`src/rtl/resp_return.sv`:
```
// Response-return and request-steering stage for one interconnect master port.
// Steers decoded requests to a slave and returns responses strictly in request order.
module resp_return #(
  parameter int PORT_COUNT      = 2,
  parameter int DATA_WIDTH      = 32,
  parameter int MAX_OUTSTANDING = 4,
  parameter int SEL_WIDTH       = $clog2(PORT_COUNT),
  parameter int CNT_WIDTH       = $clog2(MAX_OUTSTANDING + 1)
) (
  input  logic                  clk_i,
  input  logic                  rst_i,
  input  logic                  req_valid_i,
  output logic                  req_ready_o,
  input  logic [SEL_WIDTH-1:0]  req_sel_i,
  input  logic                  req_illegal_i,
  output logic [PORT_COUNT-1:0] slv_req_valid_o,
  input  logic [PORT_COUNT-1:0] slv_req_ready_i,
  input  logic [PORT_COUNT-1:0] slv_rsp_valid_i,
  output logic [PORT_COUNT-1:0] slv_rsp_ready_o,
  input  logic [DATA_WIDTH-1:0] slv_rsp_data_i [0:PORT_COUNT-1],
  input  logic [PORT_COUNT-1:0] slv_rsp_err_i,
  output logic                  mst_rsp_valid_o,
  input  logic                  mst_rsp_ready_i,
  output logic [DATA_WIDTH-1:0] mst_rsp_data_o,
  output logic                  mst_rsp_err_o,
  output logic [CNT_WIDTH-1:0]  outstanding_o
);

  localparam int PTR_WIDTH = $clog2(MAX_OUTSTANDING);

  typedef struct packed {
    logic                 ill;
    logic [SEL_WIDTH-1:0] sel;
  } entry_t;

  entry_t               queue_q [MAX_OUTSTANDING];
  logic [PTR_WIDTH-1:0] wr_ptr_q;
  logic [PTR_WIDTH-1:0] rd_ptr_q;
  logic [CNT_WIDTH-1:0] count_q;

  logic   full;
  logic   empty;
  logic   eff_ill;
  logic   sel_ready;
  logic   push;
  logic   pop;
  entry_t head;

  assign full    = (count_q == CNT_WIDTH'(MAX_OUTSTANDING));
  assign empty   = (count_q == '0);
  assign eff_ill = req_illegal_i | (int'(req_sel_i) >= PORT_COUNT);
  assign head    = queue_q[rd_ptr_q];

  // NOTE: every signal written in always_comb gets a default first, so no path can infer a latch.
  always_comb begin
    slv_req_valid_o = '0;
    sel_ready       = 1'b0;
    for (int p = 0; p < PORT_COUNT; p++) begin
      if (req_sel_i == SEL_WIDTH'(p)) begin
        slv_req_valid_o[p] = req_valid_i & ~eff_ill & ~full & ~rst_i;
        sel_ready          = slv_req_ready_i[p];
      end
    end
  end

  assign req_ready_o = ~rst_i & ~full & (eff_ill | sel_ready);
  assign push        = req_valid_i & req_ready_o;

  // Only the head entry's port may hand a response over; all other ports are held off.
  always_comb begin
    mst_rsp_valid_o = 1'b0;
    mst_rsp_data_o  = '0;
    mst_rsp_err_o   = 1'b0;
    slv_rsp_ready_o = '0;
    if (!empty) begin
      if (head.ill) begin
        mst_rsp_valid_o = 1'b1;
        mst_rsp_err_o   = 1'b1;
      end else begin
        for (int p = 0; p < PORT_COUNT; p++) begin
          if (head.sel == SEL_WIDTH'(p)) begin
            mst_rsp_valid_o    = slv_rsp_valid_i[p];
            mst_rsp_data_o     = slv_rsp_data_i[p];
            mst_rsp_err_o      = slv_rsp_err_i[p];
            slv_rsp_ready_o[p] = mst_rsp_ready_i;
          end
        end
      end
    end
  end

  assign pop = mst_rsp_valid_o & mst_rsp_ready_i;

  // NOTE: the entry storage is not reset; count and pointers decide which slots are live,
  // so stale contents are never observed.
  always_ff @(posedge clk_i) begin
    if (push) queue_q[wr_ptr_q] <= {eff_ill, req_sel_i};
  end

  // NOTE: sequential state uses non-blocking assignments only, so all flops update together.
  always_ff @(posedge clk_i or posedge rst_i) begin
    if (rst_i) begin
      wr_ptr_q <= '0;
      rd_ptr_q <= '0;
      count_q  <= '0;
    end else begin
      if (push) wr_ptr_q <= wr_ptr_q + 1'b1;
      if (pop)  rd_ptr_q <= rd_ptr_q + 1'b1;
      case ({push, pop})
        2'b10:   count_q <= count_q + 1'b1;
        2'b01:   count_q <= count_q - 1'b1;
        default: count_q <= count_q;
      endcase
    end
  end

  assign outstanding_o = count_q;

endmodule

```
`config.mk`:
```
export PLATFORM = sky130hd
export DESIGN_NAME = resp_return
export DESIGN_NICKNAME = d
export VERILOG_FILES = /design/src/rtl/resp_return.sv
export SDC_FILE = /design/constraint.sdc
export NUM_CORES = 1
export LEC_CHECK = 0
export ABC_AREA = 1
export BUFFER_PORTS_ARGS = -buffer_cell sky130_fd_sc_hd__buf_2
export CAP_MARGIN = 0
export CORE_ASPECT_RATIO = 0.5
export CORE_MARGIN = 4
export CORE_UTILIZATION = 44
export DETAILED_ROUTE_END_ITERATION = 8
export GPL_TIMING_DRIVEN = 1
export PLACE_DENSITY = 0.92
export SLEW_MARGIN = 20
export SYNTH_ARGS = -nofsm -noshare
export SYNTH_HDL_FRONTEND = slang
export SYNTH_SLANG_ARGS = --single-unit
```
`constraint.sdc`:
```
create_clock -name clk_i -period 4.85 [get_ports clk_i]
set_clock_uncertainty 0.1 [all_clocks]
set_input_delay 0.97 -clock clk_i [delete_from_list [all_inputs] [get_ports clk_i]]
set_output_delay 0.97 -clock clk_i [all_outputs]
set_load 0.01 [all_outputs]
```
==> report_table.html <==
<table>
<tr><th>Metric</th><th>Value</th></tr>
<tr><th colspan="2">Setup path</th></tr>
<tr><td>Buffers plus inverters on the worst setup path</td><td>4</td></tr>
<tr><td>Critical Path End</td><td>mst_rsp_err_o</td></tr>
<tr><td>R2R cell count</td><td>13</td></tr>
<tr><td>Cells along the critical path</td><td>inv_4 -&gt; nand2_1 -&gt; nand3_2 -&gt; nand2_4 -&gt; inv_6 -&gt; nand2_1 -&gt; nand3_1 -&gt; nand2_1 -&gt; inv_1 -&gt; buf_2</td></tr>
<tr><td>Worst reg2reg setup slack</td><td>approximately 2200 ps</td></tr>
<tr><td>Launching instance or port of the critical path</td><td>rd_ptr_q[0]$_DFFE_PP0P_</td></tr>
<tr><td>Data arrival time at the worst-slack endpoint</td><td>about 1900 ps</td></tr>
<tr><td>Reg-to-reg endpoint</td><td>outstanding_o[2]$_DFFE_PP0P_</td></tr>
<tr><td>Worst setup SP type</td><td>flop</td></tr>
<tr><td>Slowest stage cell on the critical path</td><td>sky130_fd_sc_hd__dfrtp_1</td></tr>
<tr><td>Cell with the most instances on the worst path</td><td>sky130_fd_sc_hd__nand2_1</td></tr>
<tr><td>Dominant delay contributor by cell family on the critical path</td><td>buffers and inverters</td></tr>
<tr><td>Crit path max fanout</td><td>36</td></tr>
<tr><td>Start-to-end type of the worst setup path</td><td>flop to primary output</td></tr>
<tr><td>R2R Path Start</td><td>rd_ptr_q[0]$_DFFE_PP0P_</td></tr>
<tr><td>Number of cells on the critical path</td><td>10</td></tr>
<tr><td>Kind of end point of the critical path</td><td>primary output</td></tr>
<tr><td>CP peak stage delay</td><td>between 400 and 500 ps</td></tr>
<tr><td>CP required</td><td>approximately 3800 ps</td></tr>
<tr><th colspan="2">Flow run</th></tr>
<tr><td>Max-cap violations</td><td>0</td></tr>
<tr><th colspan="2">STA</th></tr>
<tr><td>Fmax achieved</td><td>between 0.3 and 0.4 GHz</td></tr>
<tr><td>Transition at the pin with the smallest max-transition slack</td><td>just over 500 ps</td></tr>
<tr><td>Max-slew violations</td><td>0</td></tr>
<tr><td>Final worst path period share</td><td>between 60% and 70%</td></tr>
<tr><td>Setup repair after global routing missed its margin</td><td>no</td></tr>
<tr><td>Total negative slack</td><td>0 ps</td></tr>
<tr><td>Final worst-path setup slack</td><td>1840 ps</td></tr>
<tr><td>Shortest period the worst path allows</td><td>around 3000 ps</td></tr>
<tr><td>Setup violation total in the final timing report</td><td>0</td></tr>
<tr><td>Count of final hold-check violations</td><td>0</td></tr>
<tr><td>Worst relative slew slack</td><td>approximately 66%</td></tr>
<tr><th colspan="2">Drt</th></tr>
<tr><td>Number of vias after detailed routing</td><td>approximately 1,700</td></tr>
<tr><td>Mean routed wirelength per cell</td><td>approximately 12 µm</td></tr>
<tr><td>Post-route DRC violation count</td><td>0</td></tr>
<tr><td>Number of DRC violations after detailed-routing iteration 0</td><td>between 40 and 50</td></tr>
<tr><td>Number of routed nets with antenna violations</td><td>0</td></tr>
<tr><td>Number of vias per cell</td><td>4.65</td></tr>
<tr><td>Number of detailed-route iterations in the first pass</td><td>4</td></tr>
<tr><td>Routed wire length</td><td>approximately 4300 µm</td></tr>
<tr><th colspan="2">Status</th></tr>
<tr><td>Run status</td><td>complete, no violations</td></tr>
<tr><th colspan="2">Clocking</th></tr>
<tr><td>Clock-pin slew reported for the worst setup and hold paths after clock tree synthesis</td><td>roughly 50 ps</td></tr>
<tr><td>Number of buffers on the longest clock path</td><td>2</td></tr>
<tr><td>TritonCTS Sinks</td><td>15</td></tr>
<tr><td>Clock tree from TritonCTS</td><td>built</td></tr>
<tr><td>Number of cells upsized or downsized after cts</td><td>0</td></tr>
<tr><td>Quantity of hold-fixing buffers added after cts</td><td>0</td></tr>
<tr><td>Root Driver</td><td>sky130_fd_sc_hd__clkbuf_8</td></tr>
<tr><td>Number of buffers created by CTS</td><td>3</td></tr>
<tr><td>H-tree depth</td><td>1</td></tr>
<tr><td>Setup Fix Bufs, Post-CTS</td><td>0</td></tr>
<tr><td>Clock insertion delay at the later pin of the skew report</td><td>about 240 ps</td></tr>
<tr><th colspan="2">Global route</th></tr>
<tr><td>Initial antenna violation count</td><td>0</td></tr>
<tr><td>Largest net degree at the start of global routing</td><td>37</td></tr>
<tr><td>Remaining global-route overflow</td><td>0</td></tr>
<tr><td>Vias in the first global route</td><td>1,728</td></tr>
<tr><td>Aggregate global-route resource usage</td><td>18.9%</td></tr>
<tr><td>First-pass GRT wire length</td><td>7420 µm</td></tr>
<tr><th colspan="2">Power and ir drop</th></tr>
<tr><td>Maximum vdd ir drop</td><td>between 0.3 and 0.4 mV</td></tr>
<tr><td>Pwr Density</td><td>between 600 and 700 nW/µm²</td></tr>
<tr><td>Static Leakage</td><td>roughly 1.1 nW</td></tr>
<tr><th colspan="2">Yosys</th></tr>
<tr><td>Synth async-reset ratio</td><td>46.7%</td></tr>
<tr><td>Top post-synthesis cells by area</td><td>sky130_fd_sc_hd__nor3_2 18%, sky130_fd_sc_hd__edfxtp_1 15%, sky130_fd_sc_hd__nor2_1 14%</td></tr>
<tr><td>Synthesized Nets</td><td>roughly 290</td></tr>
<tr><td>Most used flip-flop cell after synthesis</td><td>sky130_fd_sc_hd__edfxtp_1</td></tr>
<tr><td>Number of instances in the synthesized netlist</td><td>203</td></tr>
<tr><td>Area of the mapped netlist</td><td>~1600 µm²</td></tr>
<tr><td>Share of synthesized area occupied by flip-flops and latches</td><td>a little over a quarter</td></tr>
<tr><td>Mean instance size in the synthesized netlist</td><td>7.83 µm²</td></tr>
<tr><td>Count leader, synth</td><td>sky130_fd_sc_hd__nor2_1</td></tr>
<tr><td>Synth top cells by count</td><td>60 x sky130_fd_sc_hd__nor2_1, 29 x sky130_fd_sc_hd__nor3_2, 21 x sky130_fd_sc_hd__nand2_1</td></tr>
<tr><td>Yosys cell types</td><td>25</td></tr>
<tr><td>Register bit total from synthesis</td><td>15</td></tr>
<tr><td>Post-synth top area cell</td><td>sky130_fd_sc_hd__nor3_2</td></tr>
<tr><td>Post-synth EDFFs</td><td>8</td></tr>
<tr><td>Count of yosys warnings during synthesis</td><td>0</td></tr>
<tr><td>Top-area cell type share of the netlist area</td><td>between 10% and 20%</td></tr>
<tr><th colspan="2">Worst hold path</th></tr>
<tr><td>Origin of the worst min-delay path</td><td>outstanding_o[0]$_DFFE_PP0P_</td></tr>
<tr><td>Type of the tightest min-delay check</td><td>flop to flop</td></tr>
<tr><td>Worst hold stages</td><td>1</td></tr>
<tr><th colspan="2">Final layout</th></tr>
<tr><td>Number of standard cells in the layout, taps in and fillers out</td><td>roughly 370</td></tr>
<tr><td>Fraction of layout cells with a size suffix above 1</td><td>between 50% and 60%</td></tr>
<tr><td>Share of the core filled with cells in the final layout</td><td>62.6%</td></tr>
<tr><td>Ant diodes</td><td>0</td></tr>
<tr><td>Number of fillers in the final layout</td><td>~320</td></tr>
<tr><td>Layout Area Growth over Synthesis</td><td>36.1%</td></tr>
<tr><td>Number of nets in the finished design</td><td>between 300 and 400</td></tr>
<tr><th colspan="2">Place</th></tr>
<tr><td>HPWL Detailed</td><td>around 3500 µm</td></tr>
<tr><td>Inst Count DP</td><td>about 360</td></tr>
<tr><td>IO buf count</td><td>around 120</td></tr>
<tr><td>Global placer's final weighted congestion</td><td>roughly 0.87</td></tr>
<tr><td>Pre-CTS setup slack</td><td>a little under 2000 ps</td></tr>
<tr><th colspan="2">Floorplanning</th></tr>
<tr><td>Effective utilization at floorplan</td><td>a little under half</td></tr>
<tr><td>Boundary Pins</td><td>between 100 and 150</td></tr>
<tr><td>Die area</td><td>about 4700 µm²</td></tr>
<tr><td>Die Y-Extent</td><td>50.5 µm</td></tr>
<tr><td>Core footprint</td><td>between 3000 and 4000 µm²</td></tr>
<tr><td>Number of rows created at floorplan</td><td>15</td></tr>
<tr><td>Chip Width</td><td>between 90 and 100 µm</td></tr>
</table>
[power by group]
group | switching, mW | total [mW] | leakage [nW] | internal, mW
logic | 0.680 | 1.09 | 0.966 | 0.415
clock network | 0.0374 | 0.0954 | 0.0228 | 0.0580
registers | 0.0413 | 0.213 | 0.153 | 0.171
total | 0.758 | 1.40 | 1.14 | 0.644
[worst reg2reg max path, cell delays in order, from the launching register on]
cell and delay [ps]:
sky130_fd_sc_hd__dfrtp_1 470, sky130_fd_sc_hd__inv_4 110, sky130_fd_sc_hd__nand2_1 60, sky130_fd_sc_hd__nand3_2 90
sky130_fd_sc_hd__nand2_4 230, sky130_fd_sc_hd__nand2_1 160, sky130_fd_sc_hd__nand3_2 110, sky130_fd_sc_hd__nand2_1 120
sky130_fd_sc_hd__inv_1 60, sky130_fd_sc_hd__ha_1 220, sky130_fd_sc_hd__fa_1 400, sky130_fd_sc_hd__a21oi_1 160
sky130_fd_sc_hd__o21ai_0 120, sky130_fd_sc_hd__xor2_1 150
[how the worst min path moves through the flow]
stage,endpoint
after floorplan,wr_ptr_q[1]$_DFFE_PP0P_
after global placement,outstanding_o[0]$_DFFE_PP0P_
after detailed placement,outstanding_o[0]$_DFFE_PP0P_
after CTS,outstanding_o[0]$_DFFE_PP0P_
after global routing,outstanding_o[0]$_DFFE_PP0P_
final,outstanding_o[0]$_DFFE_PP0P_
[logic make-up after synthesis]
family / synth area share, %
buffers and inverters: 12.6
AND/OR/NAND/NOR: 51.5
flip-flops: 26.1
AO/OA/AOI/OAI: 2.36
adder cells (fa/ha/maj): 5.20
XOR/XNOR: 2.21
[placed cells by master, fill, tap and decap left out, drive strengths merged]
master / count
buf: 117
nor2: 70
nor3: 33
nand2: 25
inv: 19
nand3: 13
edfxtp: 8
dfrtp: 7
ha: 5
a21oi: 4
clkbuf: 4
xor2: 3
a31oi: 2
o21ai: 1
and2: 1
xnor2: 1
fa: 1
[layer usage]
layer  share of wire [%]  GRT usage, %
met5                   0             0
met4                0.98          5.11
met3                 6.6          2.40
met2                  54          39.3
met1                  39          19.9
[area by class of cell]
type | count | area (µm²) | share of cell area, %
multi-input combinational | 159 | 973 | 45.0
timing repair buffer | 117 | 586 | 27.1
sequential | 15 | 415 | 19.2
inverter | 19 | 78.8 | 3.65
tap | 51 | 63.8 | 2.95
clock buffer | 4 | 45.0 | 2.08
[per-stage QoR]
step	total power [mW]	cell area, µm²	hold WS [ps]
2_1_floorplan	1.10	1590	457
3_3_place_gp	1.27	2120	431
3_5_place_dp	1.32	2120	465
4_1_cts	1.42	2160	473
5_1_grt	1.55	2160	508
6_report	1.40	2160	458
[sequential cells by signal (all words and copies together) (netlist names)]
signal,cells
queue_q,8
outstanding_o,3
rd_ptr_q,2
wr_ptr_q,2
Power figures use the tool's default switching activity.
